**src/rtl/ps2_device_tx.sv**
```systemverilog
// ps2_device_tx: PS/2 device-side transmitter fed from a byte FIFO.
//
// Bytes arrive as a level-style valid from an upstream receiver; each rising
// edge of in_valid pushes in_data into a FIFO. The FSM waits until both PS/2
// lines have been idle high for IDLE_CYC cycles, then clocks out one 11-bit
// frame (start 0, 8 data bits LSB first, odd parity, stop 1) by generating
// the PS/2 clock itself. Lines are open-drain: *_oe = 1 pulls the line low.
// If the host holds the clock low at the end of a clock-high phase the frame
// is abandoned and retried from the start bit; the byte is only popped once
// the stop bit has been clocked out.
//
// Handshake: in_valid is not a valid/ready pair; there is no back-pressure.
// A push is the cycle where in_valid is high and was low the cycle before.
// A push onto a full FIFO is dropped and sets the sticky overflow flag,
// unless a pop happens in the same cycle, in which case the slot is reused.
//
// Ports:
//   clk, rst            system clock, synchronous active-high reset
//   in_valid, in_data   byte-ready level and byte from upstream
//   ps2_clk_i/data_i    sensed PS/2 clock and data lines
//   ps2_clk_oe/data_oe  1 pulls the corresponding line low
//   busy                FSM not idle or FIFO non-empty
//   overflow            sticky: a byte was dropped on a full FIFO
//   fifo_count          current FIFO occupancy
//   dbg_state_o         FSM state for observation
//
// FIFO_DEPTH must be a power of two and at least 2 (pointers wrap naturally).
module ps2_device_tx #(
   parameter int CLK        = 50000000,
   parameter int PS2_CLK_HZ = 12500,
   parameter int IDLE_CYC   = 2500,
   parameter int FIFO_DEPTH = 8
) (
   input  logic                        clk,
   input  logic                        rst,
   input  logic                        in_valid,
   input  logic [7:0]                  in_data,
   input  logic                        ps2_clk_i,
   input  logic                        ps2_data_i,
   output logic                        ps2_clk_oe,
   output logic                        ps2_data_oe,
   output logic                        busy,
   output logic                        overflow,
   output logic [$clog2(FIFO_DEPTH):0] fifo_count,
   output logic [1:0]                  dbg_state_o
);

   localparam int HALF    = CLK / (2 * PS2_CLK_HZ);
   localparam int AW      = $clog2(FIFO_DEPTH);
   localparam int NW      = AW + 1;
   localparam int CNT_MAX = (HALF > IDLE_CYC) ? HALF : IDLE_CYC;
   localparam int CW      = $clog2(CNT_MAX + 1);

   localparam logic [CW-1:0] HALF_LAST = CW'(HALF - 1);
   localparam logic [CW-1:0] IDLE_LAST = CW'(IDLE_CYC - 1);
   localparam logic [NW-1:0] DEPTH_C   = NW'(FIFO_DEPTH);

   typedef enum logic [1:0] {
      IDLE     = 2'd0,
      GAP      = 2'd1,
      BIT_HIGH = 2'd2,
      BIT_LOW  = 2'd3
   } state_t;

   state_t          state_q, state_d;
   logic [CW-1:0]   cnt_q, cnt_d;
   logic [3:0]      idx_q, idx_d;
   logic [10:0]     frame_q, frame_d;
   logic            in_valid_q;
   logic [7:0]      mem_q [FIFO_DEPTH];
   logic [AW-1:0]   wr_ptr_q, rd_ptr_q;
   logic [NW-1:0]   count_q;
   logic            overflow_q;

   logic            push, push_ok, pop, full, empty;
   logic [7:0]      head;

   assign push    = in_valid & ~in_valid_q;
   assign full    = (count_q == DEPTH_C);
   assign empty   = (count_q == '0);
   // A simultaneous pop frees the slot the push needs.
   assign push_ok = push & (~full | pop);
   assign head    = mem_q[rd_ptr_q];

   // ---------------- FSM next state ----------------
   always_comb begin
      state_d = state_q;
      cnt_d   = cnt_q;
      idx_d   = idx_q;
      frame_d = frame_q;
      pop     = 1'b0;
      case (state_q)
         IDLE: begin
            if (!empty) begin
               state_d = GAP;
               cnt_d   = '0;
            end
         end
         GAP: begin
            // Count consecutive cycles with both lines released and high.
            if (ps2_clk_i && ps2_data_i) begin
               if (cnt_q == IDLE_LAST) begin
                  state_d = BIT_HIGH;
                  cnt_d   = '0;
                  idx_d   = '0;
                  frame_d = {1'b1, ~^head, head, 1'b0};
               end else begin
                  cnt_d = cnt_q + 1'b1;
               end
            end else begin
               cnt_d = '0;
            end
         end
         BIT_HIGH: begin
            if (cnt_q == HALF_LAST) begin
               cnt_d = '0;
               // Host holding the clock low here means inhibit: retry later.
               if (!ps2_clk_i) begin
                  state_d = GAP;
               end else begin
                  state_d = BIT_LOW;
               end
            end else begin
               cnt_d = cnt_q + 1'b1;
            end
         end
         BIT_LOW: begin
            if (cnt_q == HALF_LAST) begin
               cnt_d = '0;
               if (idx_q == 4'd10) begin
                  pop     = 1'b1;
                  state_d = IDLE;
                  idx_d   = '0;
               end else begin
                  idx_d   = idx_q + 1'b1;
                  state_d = BIT_HIGH;
               end
            end else begin
               cnt_d = cnt_q + 1'b1;
            end
         end
         default: state_d = IDLE;
      endcase
   end

   // ---------------- state and FIFO registers ----------------
   always_ff @(posedge clk) begin
      if (rst) begin
         state_q    <= IDLE;
         cnt_q      <= '0;
         idx_q      <= '0;
         frame_q    <= '0;
         in_valid_q <= 1'b1;   // a level already high at reset release is not a push
         wr_ptr_q   <= '0;
         rd_ptr_q   <= '0;
         count_q    <= '0;
         overflow_q <= 1'b0;
      end else begin
         state_q    <= state_d;
         cnt_q      <= cnt_d;
         idx_q      <= idx_d;
         frame_q    <= frame_d;
         in_valid_q <= in_valid;
         if (push_ok) begin
            wr_ptr_q <= wr_ptr_q + 1'b1;
         end
         if (pop) begin
            rd_ptr_q <= rd_ptr_q + 1'b1;
         end
         if (push_ok && !pop) begin
            count_q <= count_q + 1'b1;
         end else if (pop && !push_ok) begin
            count_q <= count_q - 1'b1;
         end
         if (push && !push_ok) begin
            overflow_q <= 1'b1;
         end
      end
   end

   // Storage needs no reset; occupancy is tracked by the pointers and count.
   always_ff @(posedge clk) begin
      if (push_ok) begin
         mem_q[wr_ptr_q] <= in_data;
      end
   end

   // ---------------- outputs ----------------
   assign ps2_clk_oe  = (state_q == BIT_LOW);
   assign ps2_data_oe = ((state_q == BIT_HIGH) || (state_q == BIT_LOW)) & ~frame_q[idx_q];
   assign busy        = (state_q != IDLE) | ~empty;
   assign overflow    = overflow_q;
   assign fifo_count  = count_q;
   assign dbg_state_o = state_q;

endmodule

```
**config.mk**
```make
export PLATFORM = sky130hd
export DESIGN_NAME = ps2_device_tx
export DESIGN_NICKNAME = d
export VERILOG_FILES = /design/src/rtl/ps2_device_tx.sv
export SDC_FILE = /design/constraint.sdc
export NUM_CORES = 1
export LEC_CHECK = 0
export CAP_MARGIN = 20
export CELL_PAD_IN_SITES_DETAIL_PLACEMENT = 2
export CELL_PAD_IN_SITES_GLOBAL_PLACEMENT = 2
export CORE_AREA = 2 2 121 88
export CTS_CLUSTER_DIAMETER = 150
export DETAILED_ROUTE_END_ITERATION = 16
export DIE_AREA = 0 0 123 90
export DONT_BUFFER_PORTS = 1
export PLACE_DENSITY = 0.82
export REMOVE_ABC_BUFFERS = 1
export SYNTH_ARGS = -nofsm -noshare
export SYNTH_HDL_FRONTEND = slang
export SYNTH_SLANG_ARGS = --single-unit
```
**constraint.sdc**
```tcl
create_clock -name clk -period 8.3 [get_ports clk]
set_clock_uncertainty 0.1 [all_clocks]
set_input_delay 2.49 -clock clk [delete_from_list [all_inputs] [get_ports clk]]
set_output_delay 2.49 -clock clk [all_outputs]
set_load 0.01 [all_outputs]
```
==> results.yml <==
place:
  placement.io_buffers: 0
  place_ws_ps: 3390
  place_hpwl_mm: 8.50
  dpl_cell_area_um2: 4770
  globalplace.congestion: 0.763
  dp_cells: 465
power_and_ir_drop:
  p_clk_share_pct: 40.8
  internal_power_w: 0.000792
  sw_frac_of_total_pct: 23.6
  p_seq_share_pct: 55.4
  p_sw_w: 0.000244
  power_density_nw_per_um2: 204
  vdd_drop_max_mv: 0.143
  power_frac_comb_pct: 3.8
  p_leak_nw: 1.65
timing:
  rsz0062_at_grt: "no"
  finalHoldViolCount: 0
  setup_slack_ps: 3660
  maxSlewHeadroom_pct: 32.8
  min_period_ps: 4640
  slew_violations: 0
  post-route-period-util_pct: 55.9
  worst_pin_slew_ps: 1010
  finalSetupViolCount: 0
  setup_tns_ps: 0
  fmax_mhz: 216
status:
  status: "finished, final reports clean"
routing:
  ant_nets: 0
  post-route-drc-count: 0
  avgRoutedWirePerCell_um: 25.7
  routed_wl_mm: 12.4
  via_count: 2898
  first_iter_violations: 208
  dr.pass1.iters: 4
  vias_per_cell: 6.01
die:
  die-area_um2: 11100
  fp.dieH_um: 90
  die_w_um: 123
  rows: 31
  io_pins: 23
  start_util_pct: 46.7
  core_area_um2: 10000
layout:
  design_area_um2: 5070
  area_delta_synth_final_pct: 8.51
  stdcell_count: 482
  fin_nets: 367
  nFillCells: 933
  utilization_pct: 50.7
  antenna_cells: 0
  drive_gt1_share_pct: 10.3
job:
  drv_cap: 0
worst_setup_path:
  cp-endpoint: "busy"
  reg2reg_depth: 13
  cp.arrival_ps: 2050
  critPathLaunchType: "flop"
  r2r_start: "cnt_q[0]"
  r2r-end: "fifo_count[3]"
  crit_type: "flop to output port"
  worstPathMaxFanout: 9
  cp.required_ps: 5710
  r2r_slack_ps: 4280
  cp-end-kind: "output port"
  startpoint: "fifo_count[0]"
yosys:
  synth_top_area_cell: "edfxtp_1"
  synthArstFlopShare_pct: 0
  synth_ff_type: "edfxtp_1"
  synth.top_cell.area_share_pct: 41.1
  synth_area_per_cell_um2: 13.4
  ys_types: 55
  syn_area_um2: 4680
  yosys-top-cells-area: "edfxtp_1 (41%), dfxtp_1 (18%), mux4_1 (8.4%), mux2i_1 (2.8%), nor2_1 (2.6%)"
  synth_warnings: 0
  synth_edf_count: 64
  synthCells: 348
  ys_seq_area_share_pct: 59.5
  synth-seq-cells: 107
clocking:
  cts_inserted_buffers: 9
  cts_sinks: 107
  clockBufferDepth: 2
  cts_tree: "yes"
  postCtsSetupBuffers: 0
  clockRootBuffer: "clkbuf_16"
  ctsResizeCount: 0
  htree_levels: 3
  clkLatencyLatePin_ps: 360
  cts_hold_buf: 0
  clkSlewWorstSetupHoldPaths_ps: 70
grt:
  antenna_found_initial: 0
  track_usage_pct: 24.6
  first_global_vias: 3189
  grt_pass1_wl_mm: 19.6
  grt_max_degree: 43
  globalRouteOverflowTotal: 0
worst_hold_path:
  hp-class: "flop to flop"
-- per-layer routing --
layer	GRT usage (%)	wire, µm	vias up
li1	-	-	1316
met1	32.9	5390	1489
met2	39.5	6120	74
met3	5.96	635	19
met4	7.58	225	0
met5	0	0	-
-- power groups by stage --
stage          sequential (W)  combinational (W)  clock [W]
6_report             0.000574          0.0000398   0.000423
3_5_place_dp         0.000586          0.0000386          0
2_1_floorplan        0.000584          0.0000281          0
4_1_cts              0.000574          0.0000403   0.000430
3_3_place_gp         0.000586          0.0000359          0
5_1_grt              0.000575          0.0000446   0.000449
-- worst min path at each step --
stage / from / to / depth (start not counted)
detailed placement: frame_q[8] / frame_q[8] / 2
global route: frame_q[5] / frame_q[5] / 2
finish: frame_q[8] / frame_q[8] / 2
CTS: cnt_q[0] / cnt_q[0] / 1
global placement: frame_q[10] / frame_q[10] / 2
floorplan: frame_q[10] / frame_q[10] / 2
-- logic make-up after synthesis --
kind of cell / synth area share [%]
AOI/OAI and AO/OA: 8.16
adders and majority gates: 2.57
buffers and inverters: 2.73
xor gates and xnor gates: 2.43
and+or+nand+nor: 11.5
muxes: 13.1
DFF: 59.5
-- cells in the final DEF, fill, tap and decap left out, drive strengths merged, types with 3 or more instances in the layout --
cell type,synthesis,routed
buf,7,5
mux2,4,4
nor2,33,33
mux4,17,17
xnor2,10,10
and3b,3,3
nor3b,4,4
edfxtp,64,64
mux2i,13,13
and3,3,3
and2,4,4
o21ai,12,12
nand3,6,6
nand3b,10,10
nor3,9,9
clkbuf,12,9
a311oi,4,4
xor2,3,3
nand2,14,14
a21oi,24,24
or3,3,3
ha,8,8
inv,7,11
a211oi,5,5
nor2b,4,4
dfxtp,43,43
-- cell usage after synthesis, types with 3 or more instances --
| cell type | number |
|---|---|
| a211oi_1 | 5 |
| a21oi_1 | 24 |
| a311oi_1 | 3 |
| and3_1 | 3 |
| and3b_1 | 3 |
| clkbuf_1 | 12 |
| dfxtp_1 | 43 |
| edfxtp_1 | 64 |
| ha_1 | 8 |
| inv_1 | 7 |
| mux2_2 | 4 |
| mux2i_1 | 13 |
| mux4_1 | 15 |
| nand2_1 | 14 |
| nand3_1 | 5 |
| nand3b_1 | 10 |
| nor2_1 | 33 |
| nor2b_1 | 4 |
| nor3_1 | 9 |
| nor3b_1 | 3 |
| o21ai_0 | 11 |
| or3_1 | 3 |
| xnor2_1 | 10 |
| xor2_1 | 3 |
-- worst max-delay path, cell delays in order, from the launching register on --
cell and delay (ps):
dfxtp_1 400, nor3_1 470, and2_0 520, inv_1 300
-- final cells by class --
| cell class | count | area, µm² | area share [%] |
|---|---|---|---|
| Sequential cell | 107 | 2780 | 54.8 |
| Multi-Input combinational cell | 215 | 1770 | 34.9 |
| Clock buffer | 9 | 225 | 4.44 |
| Tap cell | 132 | 165 | 3.25 |
| Clock inverter | 7 | 67.6 | 1.33 |
| Timing Repair Buffer | 5 | 36.3 | 0.715 |
| Inverter | 7 | 26.3 | 0.518 |
-- sequential cells by signal, indices dropped and copies added, names as in the netlist, named ones only --
| register | cells |
|---|---|
| dbg_state_o | 2 |
| idx_q | 4 |
| overflow | 1 |
| wr_ptr_q | 3 |
| cnt_q | 12 |
| frame_q | 10 |
| rd_ptr_q | 3 |
| fifo_count | 4 |
| mem_q | 64 |
| in_valid_q | 1 |
-- stage by stage --
stage,hold WS [ps],total power [W]
4_1_cts,416,0.00104
3_5_place_dp,399,0.000625
2_1_floorplan,340,0.000612
5_1_grt,457,0.00107
6_report,411,0.00104
3_3_place_gp,351,0.000621
(Power assumes the default switching activity.)
